`src/rtl/y86_pred_pkg.sv`:
```
// Shared types and helpers for the parametrised gshare predictor.
// Counter helpers carry up to 16-bit counters; callers slice to CTR_BITS.
package y86_pred_pkg;

  typedef enum logic {
    INIT = 1'b0,
    RUN  = 1'b1
  } pred_state_e;

  localparam int unsigned CTR_MAX_W = 16;

  function automatic logic [CTR_MAX_W-1:0] ctr_update(
    input logic [CTR_MAX_W-1:0] ctr,
    input logic                 taken,
    input int unsigned          width
  );
    logic [CTR_MAX_W-1:0] max_v;
    max_v = CTR_MAX_W'((32'd1 << width) - 32'd1);
    if (taken) begin
      return (ctr == max_v) ? ctr : ctr + 1'b1;
    end
    return (ctr == '0) ? ctr : ctr - 1'b1;
  endfunction

  // Weakly-not-taken: all ones below the MSB.
  function automatic logic [CTR_MAX_W-1:0] ctr_wnt(input int unsigned width);
    return CTR_MAX_W'((32'd1 << (width - 1)) - 32'd1);
  endfunction

  function automatic logic [31:0] hash_idx(
    input logic [63:0] pc,
    input int unsigned lsb,
    input logic [31:0] hist
  );
    return 32'(pc >> lsb) ^ hist;
  endfunction

endpackage

```
`src/rtl/pred_pht_ram.sv`:
```
// Pattern history table: two asynchronous read ports (predict, train
// read-modify-write) and one synchronous write port.
module pred_pht_ram #(
  parameter int IDX_W  = 7,
  parameter int DATA_W = 2
) (
  input  logic              clk_i,
  input  logic [IDX_W-1:0]  rd_p_addr_i,
  output logic [DATA_W-1:0] rd_p_data_o,
  input  logic [IDX_W-1:0]  rd_t_addr_i,
  output logic [DATA_W-1:0] rd_t_data_o,
  input  logic              we_i,
  input  logic [IDX_W-1:0]  wr_addr_i,
  input  logic [DATA_W-1:0] wr_data_i
);

  logic [DATA_W-1:0] mem_q [2**IDX_W];

  always_ff @(posedge clk_i) begin
    if (we_i) begin
      mem_q[wr_addr_i] <= wr_data_i;
    end
  end

  assign rd_p_data_o = mem_q[rd_p_addr_i];
  assign rd_t_data_o = mem_q[rd_t_addr_i];

endmodule

```
`src/rtl/pred_gshare_param.sv`:
```
// Parametrised gshare direction predictor with speculative history and
// sequenced PHT init. Define PRED_PERF_CNT_EN to build the perf counters.
//
//   state | meaning
//   INIT  | sweeping PHT to weakly-not-taken, outputs quiet
//   RUN   | predicting and training
module pred_gshare_param
  import y86_pred_pkg::*;
#(
  parameter int INDEX_BITS = 7,
  parameter int HIST_BITS  = 7,
  parameter int CTR_BITS   = 2,
  parameter int PC_LSB     = 0
) (
  input  logic                 clk_i,
  input  logic                 rst_n_i,
  input  logic                 pred_valid_i,
  input  logic [63:0]          pred_pc_i,
  output logic                 pred_taken_o,
  output logic [HIST_BITS-1:0] pred_hist_o,
  input  logic                 train_valid_i,
  input  logic [63:0]          train_pc_i,
  input  logic [HIST_BITS-1:0] train_hist_i,
  input  logic                 train_taken_i,
  input  logic                 train_mispred_i,
  output logic                 ready_o,
  output logic [31:0]          perf_pred_cnt_o,
  output logic [31:0]          perf_mispred_cnt_o
);

  pred_state_e           state_q, state_d;
  logic [INDEX_BITS-1:0] init_idx_q, init_idx_d;
  logic [HIST_BITS-1:0]  spec_hist_q, spec_hist_d;

  logic [31:0]           hash_p, hash_t;
  logic [INDEX_BITS-1:0] idx_p, idx_t;
  logic [CTR_BITS-1:0]   ctr_p, ctr_t;
  logic [CTR_MAX_W-1:0]  upd_full, wnt_full;
  logic [HIST_BITS:0]    hist_repair, hist_shift;

  logic                  pht_we;
  logic [INDEX_BITS-1:0] pht_waddr;
  logic [CTR_BITS-1:0]   pht_wdata;
  logic                  pred_taken;
  logic                  run;
  logic                  unused_bits;

  assign hash_p = hash_idx(pred_pc_i, PC_LSB, 32'(spec_hist_q));
  assign hash_t = hash_idx(train_pc_i, PC_LSB, 32'(train_hist_i));
  assign idx_p  = hash_p[INDEX_BITS-1:0];
  assign idx_t  = hash_t[INDEX_BITS-1:0];

  assign upd_full = ctr_update(CTR_MAX_W'(ctr_t), train_taken_i, CTR_BITS);
  assign wnt_full = ctr_wnt(CTR_BITS);

  // Low HIST_BITS of the concatenation also covers HIST_BITS == 1.
  assign hist_repair = {train_hist_i, train_taken_i};
  assign hist_shift  = {spec_hist_q, pred_taken};

  assign run = (state_q == RUN);

  pred_pht_ram #(
    .IDX_W  (INDEX_BITS),
    .DATA_W (CTR_BITS)
  ) u_pht (
    .clk_i       (clk_i),
    .rd_p_addr_i (idx_p),
    .rd_p_data_o (ctr_p),
    .rd_t_addr_i (idx_t),
    .rd_t_data_o (ctr_t),
    .we_i        (pht_we),
    .wr_addr_i   (pht_waddr),
    .wr_data_i   (pht_wdata)
  );

  always_comb begin
    state_d     = state_q;
    init_idx_d  = init_idx_q;
    spec_hist_d = spec_hist_q;
    pht_we      = 1'b0;
    pht_waddr   = init_idx_q;
    pht_wdata   = wnt_full[CTR_BITS-1:0];
    pred_taken  = 1'b0;
    case (state_q)
      INIT: begin
        pht_we     = 1'b1;
        init_idx_d = init_idx_q + 1'b1;
        if (init_idx_q == '1) begin
          state_d = RUN;
        end
      end
      RUN: begin
        pred_taken = ctr_p[CTR_BITS-1];
        if (train_valid_i) begin
          pht_we    = 1'b1;
          pht_waddr = idx_t;
          pht_wdata = upd_full[CTR_BITS-1:0];
        end
        if (train_valid_i && train_mispred_i) begin
          spec_hist_d = hist_repair[HIST_BITS-1:0];
        end else if (pred_valid_i) begin
          spec_hist_d = hist_shift[HIST_BITS-1:0];
        end
      end
      default: state_d = INIT;
    endcase
  end

  always_ff @(posedge clk_i or negedge rst_n_i) begin
    if (!rst_n_i) begin
      state_q     <= INIT;
      init_idx_q  <= '0;
      spec_hist_q <= '0;
    end else begin
      state_q     <= state_d;
      init_idx_q  <= init_idx_d;
      spec_hist_q <= spec_hist_d;
    end
  end

  assign pred_taken_o = pred_taken;
  assign pred_hist_o  = spec_hist_q;
  assign ready_o      = run;

`ifdef PRED_PERF_CNT_EN
  logic [31:0] perf_pred_q, perf_pred_d;
  logic [31:0] perf_mis_q, perf_mis_d;

  always_comb begin
    perf_pred_d = perf_pred_q;
    perf_mis_d  = perf_mis_q;
    if (pred_valid_i && run) begin
      perf_pred_d = perf_pred_q + 32'd1;
    end
    if (train_valid_i && train_mispred_i && run) begin
      perf_mis_d = perf_mis_q + 32'd1;
    end
  end

  always_ff @(posedge clk_i or negedge rst_n_i) begin
    if (!rst_n_i) begin
      perf_pred_q <= '0;
      perf_mis_q  <= '0;
    end else begin
      perf_pred_q <= perf_pred_d;
      perf_mis_q  <= perf_mis_d;
    end
  end

  assign perf_pred_cnt_o    = perf_pred_q;
  assign perf_mispred_cnt_o = perf_mis_q;
`else
  assign perf_pred_cnt_o    = 32'd0;
  assign perf_mispred_cnt_o = 32'd0;
`endif

  assign unused_bits = ^{hash_p, hash_t, upd_full, wnt_full};

endmodule

```
`config.mk`:
```
export PLATFORM = sky130hd
export DESIGN_NAME = pred_gshare_param
export DESIGN_NICKNAME = d
export VERILOG_FILES = /design/src/rtl/y86_pred_pkg.sv /design/src/rtl/pred_pht_ram.sv /design/src/rtl/pred_gshare_param.sv
export SDC_FILE = /design/constraint.sdc
export NUM_CORES = 1
export LEC_CHECK = 0
export BUFFER_PORTS_ARGS = -buffer_cell sky130_fd_sc_hd__buf_2
export CAP_MARGIN = 10
export CORE_MARGIN = 5
export CORE_UTILIZATION = 51
export DETAILED_ROUTE_END_ITERATION = 8
export PLACE_DENSITY = 0.76
export SLEW_MARGIN = 20
export SYNTH_ARGS = -nofsm -noshare
export SYNTH_HDL_FRONTEND = slang
export SYNTH_SLANG_ARGS = --single-unit
```
`constraint.sdc`:
```
create_clock -name clk_i -period 5.4 [get_ports clk_i]
set_clock_uncertainty 0.1 [all_clocks]
set_input_delay 0.81 -clock clk_i [delete_from_list [all_inputs] [get_ports clk_i]]
set_output_delay 0.81 -clock clk_i [all_outputs]
set_load 0.005 [all_outputs]
```
==> impl_metrics.csv, run 1 <==
group,metric,value,unit
outcome,outcome,"finished, final reports clean",
clock_tree,post_cts_buffers,0,
clock_tree,post_cts_resized,0,
synthesis,synth_area_per_cell,15.5,µm²
finish,fillers,1914,
global_route,grt_first_pass_wirelength,46.9,mm
min_path,min-delay-path-class,"input pin to async pin",
worst_setup_path,endpoint_kind,"primary output",
finish,n_antenna_cell,0,
routing,drc,0,
worst_setup_path,critPathKind,"flop to primary output",
timing,period_share,81.5,%
timing,hold_viol_final,0,
floorplan,core,25200,µm²
clock_tree,cts-hold-fix-buffers,0,
flow_run,drv_cap,0,
synthesis,yosys.area.top_type,"edfxtp_1",
worst_setup_path,rrSetupSlack,1470,ps
clock_tree,cts_buffers,27,
floorplan,start_util,51.7,%
clock_tree,tritoncts,"done",
worst_setup_path,cp_slowest_cell,"xor2_4",
placement,portBuffers,35,
clock_tree,htree_num_levels,1,
floorplan,die_y,170,µm
routing,ant_nets,0,
synthesis,yosys-top-cells-count,"edfxtp_1 (256), nor2_1 (154), mux4_2 (91)",
placement,hpwlAfterDp,20.0,mm
routing,drt_iter0_drc,995,
pwr,vdd_drop_max,0.193,mV
routing,drtPass1Iterations,5,
worst_setup_path,path_cells,"xor2_4 > buf_4 > mux4_1 > mux2i_1 > mux4_2 > nor2b_1 > a211o_1 > a21boi_2 > buf_2",
floorplan,rows,58,
worst_setup_path,start_kind,"flop",
synthesis,synth_warnings,0,
finish,nNetsFinal,1032,
synthesis,synth_edf_count,256,
clock_tree,clk_pin_slew,60,ps
routing,detail_route.wl_per_cell,24.9,µm
synthesis,syn-cell-area,13000,µm²
timing,period_needed,4400,ps
synthesis,synth-seq-cells,271,
timing,slew_violations,0,
finish,design_area,14400,µm²
worst_setup_path,r2r_end,"u_pht.mem_q[54][1]",
synthesis,ys_seq_area_share,61.9,%
global_route,grt_overflow,0,
floorplan,dieArea,28800,µm²
synthesis,async_flop_share,5.54,%
worst_setup_path,max_stage_delay,560,ps
placement,placed_area,13500,µm²
timing,rsz0062_at_grt,"no",
finish,layout-drive-gt1-share,22.2,%
synthesis,syn_inst,841,
global_route,track_usage,21.6,%
clock_tree,clock_latency,530,ps
worst_setup_path,worst_r2r_path_depth,4,
worst_setup_path,cp.required,4490,ps
worst_setup_path,arrival,3490,ps
timing,max-slew-margin-rel,26.0,%
timing,fmaxAchievable,227,MHz
routing,vias,7727,
routing,wl,30.9,mm
pwr,powerDensity,310,nW/µm²
synthesis,synthFlopType,"edfxtp_1",
worst_setup_path,path_max_fanout,12,
clock_tree,cts_buffer_depth,3,
synthesis,ys_types,48,
floorplan,fp.dieW,170,µm
timing,tightest_slew,1110,ps
placement,gp_congestion,0.910,
finish,syn_to_final_growth,10.5,%
global_route,antenna_found_initial,0,
global_route,grt_max_degree,89,
clock_tree,clock-sinks,271,
timing,hold_ws,75.1,ps
worst_setup_path,r2r-start,"ready_o",
synthesis,synth.top_cell.area_share,59.0,%
synthesis,yosysMostFrequentCell,"edfxtp_1",
floorplan,ios,214,
timing,setup-tns-final,0,ps
clock_tree,clock-root-buffer,"clkbuf_16",
pwr,p_leak,4.41,nW
routing,viasPerCell,6.24,
timing,setup_viol,0,
global_route,grt_pass1_vias,7753,
synthesis,synth_area_leaders,"edfxtp_1 (59%), mux4_2 (16%), nor2_1 (4.4%)",
[flip-flops by register name, summed over array words and instances, names as in the netlist]
register,count
init_idx_q,7
pred_hist_o,7
ready_o,1
u_pht.mem_q,256
[how the worst max path moves through the flow]
stage | start | endpoint | slack (ps) | cells after the start
floorplan | train_pc_i[0] | u_pht.mem_q[0][0] | 10 | 9
global placement | train_hist_i[0] | u_pht.mem_q[30][1] | 800 | 11
detailed placement | train_hist_i[0] | u_pht.mem_q[63][1] | 750 | 11
CTS | pred_hist_o[1] | pred_taken_o | 1010 | 9
global route | pred_hist_o[0] | pred_taken_o | 920 | 8
finish | pred_hist_o[1] | pred_taken_o | 1000 | 9
[layout make-up]
type	instances	area, µm²	area share (%)
clock buffer	29	683	4.75
timing repair buffer	60	413	2.87
sequential	271	8060	56.0
tap	330	413	2.87
multi-input combinational	528	4590	31.9
inverter	2	7.51	0.0522
clock inverter	19	220	1.53
[worst max-delay path, delay by kind of cell (launching register included)]
kind                   cells  cell delay (ps)
AO/OA/AOI/OAI              2              510
multiplexers               3              780
buffers and inverters      2              460
flip-flops                 1              500
XOR/XNOR                   1              560
AND/OR/NAND/NOR            1              140
[routing by layer]
metal	vias up	wire length (µm)	GRT usage (%)
met5	-	0	0
li1	3238	-	-
met3	87	3640	4.83
met4	0	1010	7.25
met1	3861	10900	28.5
met2	541	15400	36.0
[per-stage QoR]
| step | setup WS (ps) | util, % | total power [mW] | std cells |
|---|---|---|---|---|
| 2_1_floorplan | 10.3 | - | 2.53 | 904 |
| 3_3_place_gp | 805 | 53.6 | 2.59 | 1191 |
| 3_5_place_dp | 752 | 53.6 | 2.59 | 1191 |
| 4_1_cts | 1010 | 57.2 | 4.48 | 1239 |
| 5_1_grt | 918 | 57.2 | 4.60 | 1239 |
| 6_report | 998 | 57.2 | 4.47 | 1239 |
[cell families after synthesis]
kind of cell	count (synthesis)	synth area share, %
DFF	271	61.9
AOI/OAI and AO/OA	76	3.79
xor gates and xnor gates	24	1.90
muxes	123	19.6
adders and majority gates	1	0.0960
other	1	0.0288
buffers and inverters	105	5.26
and+or+nand+nor	240	7.47
[power by group]
part	switching, mW	internal (mW)	total, mW
logic	0.182	0.107	0.289
clock network	0.762	1.15	1.91
registers	0	2.26	2.26
total	0.944	3.52	4.47
[cell usage in the layout, fill, tap and decap left out, types with 5 or more instances in the layout]
| cell type | Yosys | final |
|---|---|---|
| nand3_1 | 16 | 16 |
| clkbuf_16 | 0 | 27 |
| nand2_1 | 52 | 52 |
| a22oi_1 | 5 | 5 |
| clkinv_1 | 0 | 5 |
| o21ai_0 | 9 | 9 |
| a21oi_1 | 14 | 13 |
| buf_4 | 68 | 21 |
| bufinv_16 | 0 | 5 |
| mux4_1 | 11 | 11 |
| dfrtp_1 | 15 | 15 |
| mux4_2 | 91 | 91 |
| buf_2 | 11 | 35 |
| edfxtp_1 | 256 | 256 |
| o22ai_1 | 12 | 12 |
| xnor2_1 | 12 | 12 |
| mux2i_1 | 20 | 20 |
| nor2_1 | 154 | 154 |
| o21ai_1 | 9 | 9 |
| clkinv_2 | 0 | 7 |
| conb_1 | 1 | 64 |
| xor2_1 | 7 | 6 |
No activity file was read; power rests on OpenSTA's default activity.
==> run 2: changes to the inputs <==
--- a/config.mk
+++ b/config.mk
@@ -5,12 +5,13 @@
 export SDC_FILE = /design/constraint.sdc
 export NUM_CORES = 1
 export LEC_CHECK = 0
+export ABC_AREA = 1
 export BUFFER_PORTS_ARGS = -buffer_cell sky130_fd_sc_hd__buf_2
 export CAP_MARGIN = 10
 export CORE_MARGIN = 5
-export CORE_UTILIZATION = 51
+export CORE_UTILIZATION = 52
 export DETAILED_ROUTE_END_ITERATION = 8
-export PLACE_DENSITY = 0.76
+export PLACE_DENSITY = 0.77
 export SLEW_MARGIN = 20
 export SYNTH_ARGS = -nofsm -noshare
 export SYNTH_HDL_FRONTEND = slang
==> constraint.sdc (replaced) <==
create_clock -name clk_i -period 3.95 [get_ports clk_i]
set_clock_uncertainty 0.1 [all_clocks]
set_input_delay 0.5925 -clock clk_i [delete_from_list [all_inputs] [get_ports clk_i]]
set_output_delay 0.5925 -clock clk_i [all_outputs]
set_load 0.005 [all_outputs]
==> impl_metrics.csv, run 2 <==
group,metric,value,unit
global_route,track_usage,25.0,%
worst_setup_path,crit_top_cell,"nand3_1",
synthesis,synth-simple-area-share,31.3,%
flow_run,drv_cap,0,
floorplan,rows,59,
timing,setup_viol,0,
finish,final_util,58.0,%
routing,drc,0,
synthesis,synth_area_per_cell,9.13,µm²
finish,design_area,15000,µm²
timing,hold_viol_final,0,
finish,nNetsFinal,1661,
floorplan,die_y,172,µm
routing,detail_route.wl_per_cell,20.2,µm
worst_setup_path,critPathKind,"flop to primary output",
clock_tree,post_cts_buffers,0,
placement,gp_congestion,0.944,
timing,slew_violations,0,
clock_tree,cts_buffer_depth,3,
synthesis,syn-cell-area,13600,µm²
pwr,vdd_drop_max,0.414,mV
timing,fmaxAchievable,267,MHz
routing,viasPerCell,5.96,
worst_setup_path,startpoint,"pred_hist_o[0]",
synthesis,synth_compound_area_share,0.707,%
synthesis,syn_inst,1493,
routing,wl,37.8,mm
worst_setup_path,cp_slowest_cell,"dfrtp_1",
synthesis,synth.area.mux_share,0,%
worst_setup_path,path_cells,"inv_2 > nand2_1 > nand2_2 > buf_4 > nand2_1 > nand3_1 > nand3_1 > nand3_1 > nand3_1 > nand3_1 > nand2_1 > nand2_1 > nand3_1 > inv_1 > buf_2",
synthesis,synth_warnings,0,
synthesis,ys_types,26,
synthesis,yosys-top-cells-count,"nand2_1 (447), nand3_1 (392), edfxtp_1 (256)",
synthesis,synth.top_cell.area_share,56.4,%
worst_setup_path,arrival,3050,ps
synthesis,async_flop_share,5.54,%
routing,drtPass1Iterations,5,
placement,portBuffers,35,
synthesis,synth_edf_count,256,
floorplan,ios,214,
worst_setup_path,cp.required,3260,ps
global_route,grt_overflow,0,
clock_tree,cts-hold-fix-buffers,1,
synthesis,synth-seq-cells,271,
synthesis,ys_seq_area_share,59.1,%
clock_tree,tritoncts,"done",
clock_tree,post_cts_resized,0,
placement,dp_cells,1824,
floorplan,core,25900,µm²
finish,most-common-layout-cells,"nand2_1 (444), nand3_1 (391), edfxtp_1 (256)",
clock_tree,clock-sinks,271,
routing,drt_iter0_drc,1467,
placement,hpwlAfterDp,23.0,mm
finish,n_antenna_cell,0,
placement,placed_area,14200,µm²
timing,rsz0062_at_grt,"no",
min_path,min-delay-path-class,"input pin to flop",
routing,vias,11200,
clock_tree,clock-root-buffer,"clkbuf_16",
finish,largest_reg_flops,256,
timing,setup-tns-final,0,ps
clock_tree,clk_pin_slew,60,ps
synthesis,synth_xor_area_share,1.45,%
floorplan,dieArea,29600,µm²
worst_setup_path,endpoint_kind,"primary output",
timing,period_needed,3740,ps
pwr,p_leak,5.86,nW
synthesis,yosysMostFrequentCell,"nand2_1",
synthesis,synth_area_leaders,"edfxtp_1 (56%), nand3_1 (14%), nand2_1 (12%)",
synthesis,synth_top_family_by_area,"simple AND/OR/NAND/NOR gates",
global_route,antenna_found_initial,0,
timing,tightest_slew,830,ps
clock_tree,cts_buffers,27,
worst_setup_path,r2r-start,"ready_o",
timing,period_share,94.8,%
timing,max-slew-margin-rel,44.6,%
worst_setup_path,start_kind,"flop",
global_route,grt_pass1_vias,10600,
worst_setup_path,path_max_fanout,22,
pwr,powerDensity,410,nW/µm²
outcome,outcome,"finished, final reports clean",
min_path,min_from,"train_hist_i[5]",
clock_tree,clock_latency,540,ps
synthesis,synthFlopType,"edfxtp_1",
finish,top_register,"u_pht.mem_q",
finish,layout_commonest_cell,"nand2_1",
floorplan,fp.dieW,172,µm
synthesis,synth_fa_ha_area_share,0.0918,%
synthesis,yosys.area.top_type,"edfxtp_1",
global_route,grt_max_degree,80,
clock_tree,htree_num_levels,1,
worst_setup_path,max_stage_delay,520,ps
finish,layout.cells.non_filler,1875,
floorplan,start_util,52.6,%
finish,syn_to_final_growth,10.2,%
routing,ant_nets,0,
finish,layout-drive-gt1-share,8.90,%
global_route,grt_first_pass_wirelength,57.0,mm
==> run 2: routing by layer <==
metal	vias up	part of all wire, %	track usage [%]
met5	-	0	0
met4	0	5.2	12.2
met3	167	14	4.92
met2	804	47	40.4
met1	5182	34	32.7
li1	5018	-	-
==> run 2: area by class of cell <==
class | instances | area, µm²
Fill cell | 2103 | 10900
Sequential cell | 271 | 8060
Multi-Input combinational cell | 1102 | 4910
Clock buffer | 32 | 694
Timing Repair Buffer | 78 | 676
Tap cell | 335 | 419
Inverter | 39 | 146
Clock inverter | 18 | 115
==> run 2: worst max-delay path: cells and delay by family, from the launching register on <==
kind	cells	cell delay, ps
and+or+nand+nor	11	1430
buffers and inverters	4	580
DFF	1	520
==> run 2: kinds of logic after synthesis <==
kind of cell,Yosys count
flops,271
compound gates,17
fa+ha+maj,1
xor+xnor,20
other cells,1
simple gates,1000
buf+inv,183
==> run 2: worst paths after layout <==
path	to	slack, ps	cells past startpoint
worst max-delay path	pred_taken_o	210	15
worst min-delay path	pred_hist_o[6]	250	3
worst max register to register	u_pht.mem_q[109][0]	1170	8
worst min register to register	init_idx_q[6]	380	1
max in group asynchronous	pred_hist_o[6]	3040	2
min in group asynchronous	init_idx_q[5]	440	2
==> run 2: per-stage QoR <==
step           hold WS (ps)  setup WS (ps)  power, mW
6_report                250            206       6.16
5_1_grt                 241           78.2       6.36
4_1_cts                 234            237       6.16
3_5_place_dp            361            369       3.83
3_3_place_gp            358            444       3.82
2_1_floorplan           197            395       3.65
==> run 2: power by group <==
part	leakage, nW	switching (mW)	total (mW)	internal [mW]
sequential	2.29	0	3.10	3.10
combinational	3.17	0.489	0.703	0.214
clock	0.396	1.04	2.36	1.32
